`src/rtl/multicycle_controller.sv`:
```
`timescale 1ns/1ps
// multicycle_controller
// Multi-cycle sequencer for an RV64 subset (R-type, I-type ALU, ld, sd, beq).
// It steps each instruction through FETCH/DECODE/EXECUTE/MEMORY/WRITEBACK and
// drives the datapath strobes. It also guards every memory access with a
// ready timeout and counts retired instructions.
//
// Optional feature macro: MC_ILLEGAL_TRAP_EN
//   defined   : unknown opcodes trap (TRAP state, sticky illegal_inst port)
//   undefined : unknown opcodes retire as NOPs; no illegal_inst port
//
// Ports:
//   clk, rst_n          clock, asynchronous active-low reset
//   opcode[6:0]         inst[6:0] from the IR, latched at the end of DECODE
//   zero                ALU zero flag (used in EXECUTE for beq)
//   mem_ready           memory completes the current access this cycle
//   mem_read/mem_write  memory requests; i_or_d selects PC (0) / ALU (1)
//   ir_write, pc_write, pc_src, alu_src, alu_op[1:0], reg_write, mem_to_reg
//                       datapath strobes (combinational)
//   state[2:0]          current state (debug)
//   instr_retired       one-cycle retire strobe (combinational)
//   instret[31:0]       retired-instruction counter
//   mem_timeout         sticky memory-timeout fault
//   illegal_inst        sticky illegal-opcode flag (MC_ILLEGAL_TRAP_EN only)
module multicycle_controller #(
  parameter int unsigned MEM_TIMEOUT = 16
) (
  input  logic        clk,
  input  logic        rst_n,
  input  logic [6:0]  opcode,
  input  logic        zero,
  input  logic        mem_ready,
  output logic        mem_read,
  output logic        mem_write,
  output logic        i_or_d,
  output logic        ir_write,
  output logic        pc_write,
  output logic        pc_src,
  output logic        alu_src,
  output logic [1:0]  alu_op,
  output logic        reg_write,
  output logic        mem_to_reg,
  output logic [2:0]  state,
  output logic        instr_retired,
  output logic [31:0] instret,
`ifdef MC_ILLEGAL_TRAP_EN
  output logic        illegal_inst,
`endif
  output logic        mem_timeout
);

  localparam int unsigned WAIT_W = 8;
  localparam int unsigned CNT_W  = 32;
  localparam int unsigned OPC_W  = 7;

  localparam logic [OPC_W-1:0] OPC_RTYPE = 7'b0110011;
  localparam logic [OPC_W-1:0] OPC_ITYPE = 7'b0010011;
  localparam logic [OPC_W-1:0] OPC_LD    = 7'b0000011;
  localparam logic [OPC_W-1:0] OPC_SD    = 7'b0100011;
  localparam logic [OPC_W-1:0] OPC_BEQ   = 7'b1100011;

  localparam logic [1:0] ALU_ADD   = 2'b00;
  localparam logic [1:0] ALU_SUB   = 2'b01;
  localparam logic [1:0] ALU_FUNCT = 2'b10;

  // Last wait-counter value of an access: the MEM_TIMEOUT-th cycle.
  localparam logic [WAIT_W-1:0] WAIT_LAST = WAIT_W'(MEM_TIMEOUT - 1);

  typedef enum logic [2:0] {
    S_FETCH     = 3'd0,
    S_DECODE    = 3'd1,
    S_EXECUTE   = 3'd2,
    S_MEMORY    = 3'd3,
    S_WRITEBACK = 3'd4,
    S_HALT      = 3'd5,
    S_TRAP      = 3'd6
  } state_e;

  state_e             state_q, state_d;
  logic [OPC_W-1:0]   opcode_q, opcode_d;
  logic [WAIT_W-1:0]  wait_q, wait_d;
  logic [CNT_W-1:0]   instret_q, instret_d;
  logic               mem_timeout_q, mem_timeout_d;
  logic               wait_expired;
`ifdef MC_ILLEGAL_TRAP_EN
  logic               illegal_q, illegal_d;
`endif

  assign wait_expired = (wait_q == WAIT_LAST);

  // State and counter registers.
  always_ff @(posedge clk or negedge rst_n) begin
    if (!rst_n) begin
      state_q       <= S_FETCH;
      opcode_q      <= '0;
      wait_q        <= '0;
      instret_q     <= '0;
      mem_timeout_q <= 1'b0;
`ifdef MC_ILLEGAL_TRAP_EN
      illegal_q     <= 1'b0;
`endif
    end else begin
      state_q       <= state_d;
      opcode_q      <= opcode_d;
      wait_q        <= wait_d;
      instret_q     <= instret_d;
      mem_timeout_q <= mem_timeout_d;
`ifdef MC_ILLEGAL_TRAP_EN
      illegal_q     <= illegal_d;
`endif
    end
  end

  // Next-state and strobe decode.
  always_comb begin
    state_d       = state_q;
    opcode_d      = opcode_q;
    mem_timeout_d = mem_timeout_q;
`ifdef MC_ILLEGAL_TRAP_EN
    illegal_d     = illegal_q;
`endif
    mem_read      = 1'b0;
    mem_write     = 1'b0;
    i_or_d        = 1'b0;
    ir_write      = 1'b0;
    pc_write      = 1'b0;
    pc_src        = 1'b0;
    alu_src       = 1'b0;
    alu_op        = ALU_ADD;
    reg_write     = 1'b0;
    mem_to_reg    = 1'b0;
    instr_retired = 1'b0;

    case (state_q)
      S_FETCH: begin
        mem_read = 1'b1;
        if (mem_ready) begin
          ir_write = 1'b1;
          pc_write = 1'b1;
          state_d  = S_DECODE;
        end else if (wait_expired) begin
          state_d       = S_HALT;
          mem_timeout_d = 1'b1;
        end
      end

      S_DECODE: begin
        opcode_d = opcode;
        case (opcode)
          OPC_RTYPE, OPC_ITYPE, OPC_LD, OPC_SD, OPC_BEQ: state_d = S_EXECUTE;
          default: begin
`ifdef MC_ILLEGAL_TRAP_EN
            state_d   = S_TRAP;
            illegal_d = 1'b1;
`else
            // Unknown opcode retires as a NOP; PC already advanced in FETCH.
            instr_retired = 1'b1;
            state_d       = S_FETCH;
`endif
          end
        endcase
      end

      S_EXECUTE: begin
        case (opcode_q)
          OPC_RTYPE: begin
            alu_op  = ALU_FUNCT;
            state_d = S_WRITEBACK;
          end
          OPC_ITYPE: begin
            alu_src = 1'b1;
            alu_op  = ALU_FUNCT;
            state_d = S_WRITEBACK;
          end
          OPC_LD, OPC_SD: begin
            alu_src = 1'b1;
            state_d = S_MEMORY;
          end
          OPC_BEQ: begin
            alu_op        = ALU_SUB;
            pc_write      = zero;
            pc_src        = zero;
            instr_retired = 1'b1;
            state_d       = S_FETCH;
          end
          default: state_d = S_FETCH;
        endcase
      end

      S_MEMORY: begin
        // Address and ALU controls held so the effective address stays stable.
        i_or_d    = 1'b1;
        alu_src   = 1'b1;
        mem_read  = (opcode_q == OPC_LD);
        mem_write = (opcode_q == OPC_SD);
        if (mem_ready) begin
          if (opcode_q == OPC_LD) begin
            state_d = S_WRITEBACK;
          end else begin
            instr_retired = (opcode_q == OPC_SD);
            state_d       = S_FETCH;
          end
        end else if (wait_expired) begin
          state_d       = S_HALT;
          mem_timeout_d = 1'b1;
        end
      end

      S_WRITEBACK: begin
        reg_write     = 1'b1;
        mem_to_reg    = (opcode_q == OPC_LD);
        instr_retired = 1'b1;
        state_d       = S_FETCH;
      end

      S_HALT: state_d = S_HALT;

      S_TRAP: state_d = S_TRAP;

      default: state_d = S_FETCH;
    endcase

    // Reset kills every strobe immediately, ahead of the flops.
    if (!rst_n) begin
      mem_read      = 1'b0;
      mem_write     = 1'b0;
      i_or_d        = 1'b0;
      ir_write      = 1'b0;
      pc_write      = 1'b0;
      pc_src        = 1'b0;
      alu_src       = 1'b0;
      alu_op        = ALU_ADD;
      reg_write     = 1'b0;
      mem_to_reg    = 1'b0;
      instr_retired = 1'b0;
    end
  end

  // Wait counter: restarts on every entry to a memory state, counts stall cycles.
  always_comb begin
    wait_d = '0;
    if ((state_q == S_FETCH || state_q == S_MEMORY) && (state_d == state_q)) begin
      wait_d = wait_q + WAIT_W'(1);
    end
  end

  assign instret_d = instret_q + CNT_W'(instr_retired);

  assign state       = state_q;
  assign instret     = instret_q;
  assign mem_timeout = mem_timeout_q;
`ifdef MC_ILLEGAL_TRAP_EN
  assign illegal_inst = illegal_q;
`endif

endmodule
```
`config.mk`:
```
export PLATFORM = sky130hd
export DESIGN_NAME = multicycle_controller
export DESIGN_NICKNAME = d
export VERILOG_FILES = /design/src/rtl/multicycle_controller.sv
export SDC_FILE = /design/constraint.sdc
export NUM_CORES = 1
export LEC_CHECK = 0
export ABC_CLOCK_PERIOD_IN_PS = 5890
export CORE_AREA = 10 10 82 84
export CTS_BUF_LIST = sky130_fd_sc_hd__clkbuf_4
export CTS_CLUSTER_SIZE = 30
export DETAILED_ROUTE_END_ITERATION = 7
export DIE_AREA = 0 0 92 94
export PLACE_DENSITY = 0.81
export RECOVER_POWER = 25
export SYNTH_ARGS = -nofsm -noshare
export SYNTH_HDL_FRONTEND = slang
export SYNTH_SLANG_ARGS = --single-unit
```
`constraint.sdc`:
```
create_clock -name clk -period 5.89 [get_ports clk]
set_clock_uncertainty 0.2 [all_clocks]
set_input_delay 1.178 -clock clk [delete_from_list [all_inputs] [get_ports clk]]
set_output_delay 1.178 -clock clk [all_outputs]
set_load 0.02 [all_outputs]
```
==> results by group <==
Run status
  – Status: finished clean

Yosys
  – Synth Area in Simple Gates: approximately a quarter
  – Register area share after synthesis: slightly above 50%
  – Post-synthesis adder-cell area fraction: roughly 1.5%
  – #FFs+latches synth: around 50
  – Syn Area/Cell: 10.8 um^2
  – Unique masters post-synth: 40
  – Number of synthesized flops with an enable pin: 0
  – Synth area leaders: dfrtp_1 52%, xnor2_1 8.5%, xor2_1 4.6%
  – Synth Instances: 230
  – Largest family of logic cells by synthesized area: simple AND/OR/NAND/NOR gates
  – Top_reg_cell synth: dfrtp_1
  – Multiplexer share of the synthesized area: ~3.1%
  – Post-synth top area share: 51.6%
  – Cell area after synthesis: approximately 2500 um^2
  – Post-synth top cells: 51 x dfrtp_1, 24 x nand2_1, 24 x xnor2_1
  – Post-Syn Nets: ~240
  – Async SR Flop Fraction: between 90% and 100%
  – Compound-cell area share of the yosys netlist: 4.55%
  – Warnings, synthesis: 0
  – XOR/XNOR Fraction of Synth Area: 13.1%
  – Area leader, netlist: dfrtp_1
  – Top-count cell post-synth: dfrtp_1

Detailed routing
  – Vias: roughly 1,900
  – WL final: 5360 um
  – Drt pass-1 iters: 4
  – DR vias/cell: 5.28
  – Wire length per cell after detailed routing: between 10 and 15 um
  – DR iter-0 viols: 88
  – DRC violations left: 0
  – Routed Antenna Nets: 0

Timing
  – Final slew viol count: 0
  – Final setup viols: 0
  – Hold Fails Final Rpt: 0
  – Min Tclk post-route: ~4700 ps
  – Unrepaired setup endpoints after global routing: false
  – Post-route clock period utilization: roughly 80%
  – Slew Limit Headroom: between 50% and 60%
  – Worst setup margin: around 1200 ps
  – Setup TNS: 0 ps
  – Fmax: between 200 and 250 MHz
  – Hold WS: 266 ps
  – Actual slew at the worst max-slew pin: around 630 ps

Die
  – Row cnt: 26
  – Die area: about 8600 um^2
  – Chip width: about 90 um
  – Initial Utilization: 48.7%
  – Chip Height: 94 um
  – Core Area: 5070 um^2
  – Ports: 59

Worst setup path
  – CP Capture Type: primary output
  – Critical path required time: between 4000 and 5000 ps
  – Crit path top cell by count: clkdlybuf4s50_1
  – Arrival time worst endpoint: 3310 ps
  – Worst reg-to-reg setup slack: approximately 3000 ps
  – Slowest stage delay, CP: between 600 and 700 ps
  – Setup CP Type: in2out
  – Worst Setup EP: instr_retired
  – CP Cell Sequence: clkdlybuf4s50_1 -> nand2b_1 -> a2111oi_0 -> o21ai_0 -> a32oi_1 -> nor2b_1 -> clkdlybuf4s50_1
  – Setup crit start: opcode[4]
  – Slowest CP cell: a2111oi_0
  – FF-to-FF path depth: 10
  – Worst-path fanout max: 2
  – Startpoint types: primary input
  – Reg-to-reg critical path startpoint: state[0]
  – Reg-to-reg endpoint: instret[25]

Power and ir drop
  – Peak supply drop: ~0.24 mV
  – Power Dens Cells: 223 nW/um^2
  – Reg power frac: about three fifths
  – Sw frac: between 30 and 40%
  – Power Internal: 0.491 mW
  – Switching power: ~0.22 mW
  – Clock network power share: 23.6%
  – P_leak: 1.47 nW
  – Total design power: a little over 0.7 mW
  – Combinational power share: between 10% and 20%

Clocking
  – Clk sinks: 51
  – Clock tree buffer depth: 2
  – Number of cells upsized or downsized after cts: 0
  – Postcts setup bufs: 0
  – TritonCTS Buffers: 5
  – CTS H-tree depth: 2
  – Cts hold-fix bufs: 0
  – Clock slew at reported path FFs: around 160 ps
  – Root buffer cell: clkbuf_4
  – CTS tree: done
  – Clk Latency, worst-skew pair: roughly 370 ps

GRT
  – First-pass GRT wire length: 9380 um
  – Tot GR Track Use: about an eighth
  – Vias in the first global route: between 1,500 and 2,000
  – Largest net degree at the start of global routing: 32
  – Initial antenna violation count: 0
  – GRT overflow: 0

Place
  – Detailed Place HPWL: ~4100 um
  – Dpl ws: about 1200 ps
  – Placed Area: 3130 um^2
  – PortBufs: 58
  – Final Wtd Congestion: between 0.8 and 0.9

Hold path
  – HP Class: reg2reg
  – Hold depth: 1

Layout
  – Area delta synth->final: 28.9%
  – Layout cells sized above 1: under 10%
  – Fin area: around 3200 um^2
  – Final nets: 306
  – N_diodes: 0

Run
  – Max-cap violations: 0
-- worst max-delay path, delay by kind of cell --
family / cells / cell delay [ps]
compound gates: 3 / 950
buf+inv: 2 / 960
simple gates: 2 / 230
-- metal layers --
| metal | vias to the layer above | routed length [um] | global-route usage (%) |
|---|---|---|---|
| met2 | 61 | 2530 | 20.7 |
| li1 | 919 | - | - |
| met1 | 927 | 2350 | 16.3 |
| met3 | 11 | 347 | 3.52 |
| met4 | 0 | 130 | 5.66 |
| met5 | - | 0 | 0 |
-- power groups by stage --
stage / Combinational, mW / Clock [mW] / Sequential [mW]
floorplan: 0.0447 / 0 / 0.437
global placement: 0.129 / 0 / 0.420
detailed placement: 0.129 / 0 / 0.422
CTS: 0.130 / 0.174 / 0.416
global route: 0.143 / 0.186 / 0.422
finish: 0.127 / 0.168 / 0.416
-- worst min-delay path by stage --
stage | from | to | slack, ps
after floorplan | wait_q[0] | wait_q[0] | 230
after global placement | wait_q[0] | wait_q[0] | 240
after detailed placement | wait_q[0] | wait_q[0] | 250
after CTS | wait_q[0] | wait_q[0] | 270
after global routing | wait_q[0] | wait_q[0] | 310
final | wait_q[0] | wait_q[0] | 270
-- stage by stage --
stage / cells / utilization [%]
after floorplan: 230 / -
after global placement: 355 / 61.6
after detailed placement: 355 / 61.6
after CTS: 363 / 62.9
after global routing: 363 / 62.8
final: 363 / 62.8
-- sequential cells by signal, summed over array words and instances, names as in the netlist --
signal and flops:
opcode_q 7, wait_q 8, state 3, instret 32, mem_timeout 1
-- layout make-up --
cell class / count / area (um^2)
clock buffers: 5 / 37.5
clock inverters: 3 / 26.3
fillers: 434 / 1890
inverters: 7 / 26.3
multi-input cells: 168 / 1150
flip-flops and latches: 51 / 1280
well taps: 70 / 87.6
repair buffers: 59 / 583
-- cells by family (layout without fill, tap and decap cells) --
logic type | Yosys count | count (layout)
simple gates | 103 | 103
compound gates | 18 | 18
fa+ha+maj | 3 | 3
flops | 51 | 51
mux | 7 | 7
buf+inv | 11 | 74
xor+xnor | 37 | 37
-- cell usage in the layout, fill, tap and decap left out, types with 2 or more instances in the layout --
master	instances
nand4_4	2
inv_6	2
clkbuf_4	5
inv_1	7
clkdlybuf4s50_1	57
nand2_1	24
and3_1	9
nor2_1	24
nand3_1	14
a21oi_1	4
xor2_1	13
ha_1	3
nand2b_1	4
and4_1	4
nand4_1	4
mux2_2	5
and2_1	3
nor4_1	3
dfrtp_1	51
xnor2_1	24
mux2i_1	2
nor4_4	2
o21ai_0	7
(Power assumes the default switching activity.)
